### config.mk
export PLATFORM = sky130hd
export DESIGN_NAME = upsampler_h_0_sched
export DESIGN_NICKNAME = d
export VERILOG_FILES = /design/src/rtl/upsampler_h_0_sched.sv
export SDC_FILE = /design/constraint.sdc
export NUM_CORES = 1
export LEC_CHECK = 0
export ABC_AREA = 1
export BUFFER_PORTS_ARGS = -buffer_cell sky130_fd_sc_hd__clkbuf_2
export CORE_AREA = 2 2 99 101
export CTS_CLUSTER_SIZE = 30
export DETAILED_ROUTE_END_ITERATION = 16
export DIE_AREA = 0 0 101 103
export PLACE_DENSITY = 0.79
export SLEW_MARGIN = 10
export SYNTH_ARGS = -nofsm -noshare
export SYNTH_HDL_FRONTEND = slang
export SYNTH_SLANG_ARGS = --single-unit
### constraint.sdc
create_clock -name clk_i -period 2.4 [get_ports clk_i]
set_input_delay 0.36 -clock clk_i [delete_from_list [all_inputs] [get_ports clk_i]]
set_output_delay 0.36 -clock clk_i [all_outputs]
set_load 0.02 [all_outputs]
### src/rtl/upsampler_h_0_sched.sv
// Horizontal x2 upsampler sequencer: zero-stuffed 1x3 windows plus col/row tags.
// UPSAMPLER_EDGE_ZERO_EN selects zero padding instead of replication at the right edge.
module upsampler_h_0_sched #(
  parameter int EXP_WIDTH    = 5,
  parameter int FRAC_WIDTH   = 10,
  parameter int FP_WIDTH_REG = 1 + EXP_WIDTH + FRAC_WIDTH,
  parameter int IMAGE_WIDTH  = 320,
  parameter int IMAGE_HEIGHT = 240
) (
  input  logic                                   clk_i,
  input  logic                                   rst_i,
  input  logic [FP_WIDTH_REG-1:0]                data_i,
  input  logic                                   valid_i,
  output logic                                   ready_o,
  output logic [0:0][0:2][FP_WIDTH_REG-1:0]      window_o,
  output logic [0:0][0:2][FP_WIDTH_REG-1:0]      kernel_o,
  output logic [15:0]                            col_o,
  output logic [15:0]                            row_o,
  output logic                                   valid_o,
  output logic                                   frame_done_o
);

  typedef enum logic [2:0] {
    S_FIRST,
    S_EVEN,
    S_NEXT,
    S_ODD,
    S_LAST
  } state_t;

  localparam logic [15:0] LAST_COL = 16'(IMAGE_WIDTH - 1);
  localparam logic [15:0] LAST_ROW = 16'(IMAGE_HEIGHT - 1);
  localparam logic [15:0] OUT_LAST = 16'(2 * IMAGE_WIDTH - 1);
  localparam logic [FP_WIDTH_REG-1:0] ZERO = '0;

  state_t                  state_q, state_d;
  logic [FP_WIDTH_REG-1:0] cur_q, cur_d;
  logic [FP_WIDTH_REG-1:0] prev_q, prev_d;
  logic [15:0]             in_col_q, in_col_d;
  logic [15:0]             row_q, row_d;
  logic                    accept;
  logic [FP_WIDTH_REG-1:0] edge_px;
  logic [15:0]             col_x2;

  always_ff @(posedge clk_i) begin
    if (!rst_i) begin
      state_q  <= S_FIRST;
      cur_q    <= '0;
      prev_q   <= '0;
      in_col_q <= '0;
      row_q    <= '0;
    end else begin
      state_q  <= state_d;
      cur_q    <= cur_d;
      prev_q   <= prev_d;
      in_col_q <= in_col_d;
      row_q    <= row_d;
    end
  end

  assign accept = valid_i && ready_o;

  always_comb begin
    state_d  = state_q;
    cur_d    = cur_q;
    prev_d   = prev_q;
    in_col_d = in_col_q;
    row_d    = row_q;
    unique case (state_q)
      S_FIRST: begin
        if (accept) begin
          cur_d    = data_i;
          in_col_d = '0;
          state_d  = S_EVEN;
        end
      end
      S_EVEN, S_NEXT: begin
        if (state_q == S_EVEN && in_col_q == LAST_COL) begin
          state_d = S_LAST;
        end else if (accept) begin
          prev_d   = cur_q;
          cur_d    = data_i;
          in_col_d = in_col_q + 16'd1;
          state_d  = S_ODD;
        end else begin
          state_d = S_NEXT;
        end
      end
      S_ODD: begin
        state_d = S_EVEN;
      end
      S_LAST: begin
        row_d = (row_q == LAST_ROW) ? 16'd0 : row_q + 16'd1;
        if (accept) begin
          cur_d    = data_i;
          in_col_d = '0;
          state_d  = S_EVEN;
        end else begin
          state_d = S_FIRST;
        end
      end
      default: state_d = S_FIRST;
    endcase
  end

`ifdef UPSAMPLER_EDGE_ZERO_EN
  assign edge_px = ZERO;
`else
  assign edge_px = cur_q;
`endif

  assign col_x2 = {in_col_q[14:0], 1'b0};

  always_comb begin
    ready_o        = 1'b0;
    valid_o        = 1'b0;
    frame_done_o   = 1'b0;
    col_o          = '0;
    window_o       = '0;
    unique case (state_q)
      S_FIRST: ready_o = 1'b1;
      S_NEXT:  ready_o = 1'b1;
      S_EVEN: begin
        ready_o        = (in_col_q < LAST_COL);
        valid_o        = 1'b1;
        col_o          = col_x2;
        window_o[0][1] = cur_q;
      end
      S_ODD: begin
        valid_o        = 1'b1;
        col_o          = col_x2 - 16'd1;
        window_o[0][0] = prev_q;
        window_o[0][2] = cur_q;
      end
      S_LAST: begin
        ready_o        = 1'b1;
        valid_o        = 1'b1;
        frame_done_o   = (row_q == LAST_ROW);
        col_o          = OUT_LAST;
        window_o[0][0] = cur_q;
        window_o[0][2] = edge_px;
      end
      default: ready_o = 1'b0;
    endcase
  end

  // Row tag is the register itself, so S_LAST shows the pre-increment row.
  assign row_o = row_q;

  assign kernel_o[0][0] = FP_WIDTH_REG'(16'h3800);
  assign kernel_o[0][1] = FP_WIDTH_REG'(16'h3C00);
  assign kernel_o[0][2] = FP_WIDTH_REG'(16'h3800);

endmodule

==> run summary <==
outcome -> completed
Total Nets Final -> 856
commonest non-fill, non-tap cell in the layout -> sky130_fd_sc_hd__nor2_1
areal power density over the cells -> 610 nW/µm²
via count of the first global-routing pass -> 4,017
data required time of the worst path -> 2040 ps
critical path startpoint category -> flop
Die W -> 101 µm
worst-path cell with the longest stage delay -> sky130_fd_sc_hd__nor3_1
Slowest Stage Delay on Critical Path -> 390 ps
maximum number of pins on one net before global-route repair -> 37
vertical die dimension -> 103 µm
Setup-failing EPs final -> 0
TritonCTS buffer count -> 9
Post-Syn Instances -> 740
post-route minimum period -> 2290 ps
total die area -> 10,400 µm²
TritonCTS clock tree -> done
top fanout value on the critical path -> 6
Initial Utilization -> 48.4%
class of the tightest hold or removal check -> input port to flop
mean area per synthesized cell -> 6.19 µm²
Fin. Hold Viols -> 0
buffers plus inverters on the worst setup path -> 2
Hold-fix buffers, CTS -> 0
static leakage -> 2.49 nW
least setup slack across all paths after layout -> 113 ps
average wire per standard cell -> 12.3 µm
number of top-level pins -> 150
number of core rows -> 36
total gr overflow -> 0
Yosys Warn Count -> 0
total count of max-transition violations in the final report -> 0
utilization of the core after routing -> 55.7%
Distinct cells, synth -> 40
fraction of synthesis flops using an asynchronous set or reset pin -> 0%
sequential fraction of the synthesis area -> 29.3%
leading cell types in the layout, fill and taps excluded -> sky130_fd_sc_hd__nor2_1 (154), sky130_fd_sc_hd__nand2_1 (138), sky130_fd_sc_hd__clkbuf_2 (98)
total iterations of the first detailed-routing run -> 5
maximum clock rate -> 437 MHz
clock-pin slew on the worst setup and hold paths -> 80 ps
number of remaining DRC errors -> 0
launching element of the worst setup path -> in_col_q[2]
Worst slew margin -> 64.5%
count of cell instances traversed by the critical path -> 7
Worst Max-Slew Pin Slew -> 529 ps
aggregate routed wire length -> 11.7 mm
total power of the final layout -> 3.21 mW
GRT Overall Usage -> 22.9%
arrival time worst endpoint -> 1930 ps
critical path capture point type -> output pin
Hold Crit Depth -> 3
Antenna Cells -> 0
# Max-Cap Violations -> 0
Cell Area, Synth -> 4580 µm²
buffer type at the clock tree root -> sky130_fd_sc_hd__clkbuf_8
setup repair after global routing missed its margin -> true
worst-case reg-to-reg path depth -> 13
critical path cell sequence -> inv_2 -> nand3_1 -> nor3_1 -> nand2_1 -> xor2_1 -> o22ai_1 -> clkbuf_2
vias -> 4,747
startpoint of the worst hold path -> data_i[6]
number of sinks driven by the clock tree -> 67
Clk Latency, worst-skew pair -> 350 ps
Iter 0 DRT Violations -> 271
most frequently used flop master after synthesis -> sky130_fd_sc_hd__dfxtp_1
kind of cell adding the most delay to the critical path -> simple AND/OR/NAND/NOR gates
Final Cycle Share -> 95.3%
count of port buffers added during placement -> 101
critical path start-end classification -> flop to output pin
fraction of final layout cells with drive strength greater than 1 -> 21.9%
number of synthesized register bits -> 67
Max Clock Skew -> 12.9 ps
total negative setup slack -> 0 ps
number of enable-type register cells in the synthesized netlist -> 0
via/cell ratio -> 4.98
number of antenna violations at the first check in global routing -> 0
Final HPWL DP -> 8.44 mm
CTS HTree Levels -> 3
global placement routability congestion -> 0.939
CTS Buffer Depth -> 2
worst hold-check slack -> 239 ps
first-pass GRT wire length -> 19.1 mm
maximum ir drop on the vdd rail -> 0.000403 V
Synth-to-Final Area Change -> 15.0%
remaining number of nets flagged by the antenna check after routing -> 0
launch point of the worst reg-to-reg path -> in_col_q[0]
worst setup timing slack at the placement stage -> 224 ps
area inside the core boundary -> 9460 µm²
## sequential cells by signal (all words and copies together) (netlist names)
register / cells
in_col_q: 16
row_o: 16
prev_q: 16
state_q: 3
cur_q: 16
## final timing paths
path,slack [ps],endpoint
setup / recovery,110,col_o[14]
hold reg to reg,490,cur_q[9]
setup reg to reg,460,prev_q[2]
hold / removal,240,cur_q[6]
## cells in the mapped netlist, types with 4 or more instances
master                     number  area (µm²)
sky130_fd_sc_hd__a21oi_1       26         130
sky130_fd_sc_hd__buf_4         53         398
sky130_fd_sc_hd__o211ai_1       6        45.0
sky130_fd_sc_hd__buf_6          4        45.0
sky130_fd_sc_hd__clkbuf_1      14        52.6
sky130_fd_sc_hd__o21ai_1        5        25.0
sky130_fd_sc_hd__nand4_1       23         144
sky130_fd_sc_hd__dfxtp_1       67        1340
sky130_fd_sc_hd__buf_2          9        45.0
sky130_fd_sc_hd__o21ai_0       20         100
sky130_fd_sc_hd__nand2_1      140         526
sky130_fd_sc_hd__xor2_1         8        70.1
sky130_fd_sc_hd__nor2_1       158         593
sky130_fd_sc_hd__inv_2          4        15.0
sky130_fd_sc_hd__o22ai_1       20         125
sky130_fd_sc_hd__nand3_1       37         185
sky130_fd_sc_hd__inv_1         84         315
sky130_fd_sc_hd__nor3_1        15        75.1
sky130_fd_sc_hd__nand2_2       13        81.3
## report_power, final
part | leakage (nW) | internal (mW) | switching [mW]
logic | 1.86 | 0.343 | 0.764
clock network | 0.0860 | 0.379 | 0.469
registers | 0.548 | 1.21 | 0.0450
total | 2.49 | 1.93 | 1.28
## tightest hold or removal path, stage by stage
cell and delay (ps):
sky130_fd_sc_hd__clkbuf_2 70, sky130_fd_sc_hd__o21ai_1 50, sky130_fd_sc_hd__nor2_1 70
## per-layer routing
metal,vias to the layer above,track usage (%),share of wire (%)
met1,2110,31.0,44
met2,189,36.8,46
li1,2438,-,-
met5,-,0,0
met4,0,6.13,0.96
met3,10,5.56,8.8
## per-stage QoR
step	instances	instance area (µm²)
2_1_floorplan	786	4750
3_3_place_gp	934	4970
3_5_place_dp	934	4970
4_1_cts	951	5190
5_1_grt	953	5270
6_report	953	5270
## final cells by class
| cell class | instances | area [µm²] |
|---|---|---|
| Timing Repair Buffer | 121 | 707 |
| Multi-Input combinational cell | 545 | 2550 |
| Tap cell | 114 | 143 |
| Sequential cell | 67 | 1350 |
| Fill cell | 999 | 4190 |
| Clock buffer | 9 | 124 |
| Clock inverter | 7 | 51.3 |
| Inverter | 90 | 348 |
## repair_timing
action,CTS,global route
pin swaps,1,2
resized for setup,14,21
endpoints found under the setup margin,4,23
buffers inserted,1,2
## cells by family after synthesis
kind of cell               after synthesis  synth area share (%)
and+or+nand+nor                        403                  38.1
buffers and inverters                  174                  19.8
AOI/OAI and AO/OA                       82                  10.1
DFF                                     67                  29.3
xor gates and xnor gates                 9                  1.72
adders and majority gates                3                 0.819
other                                    2                 0.164
Power figures use the tool's default switching activity.
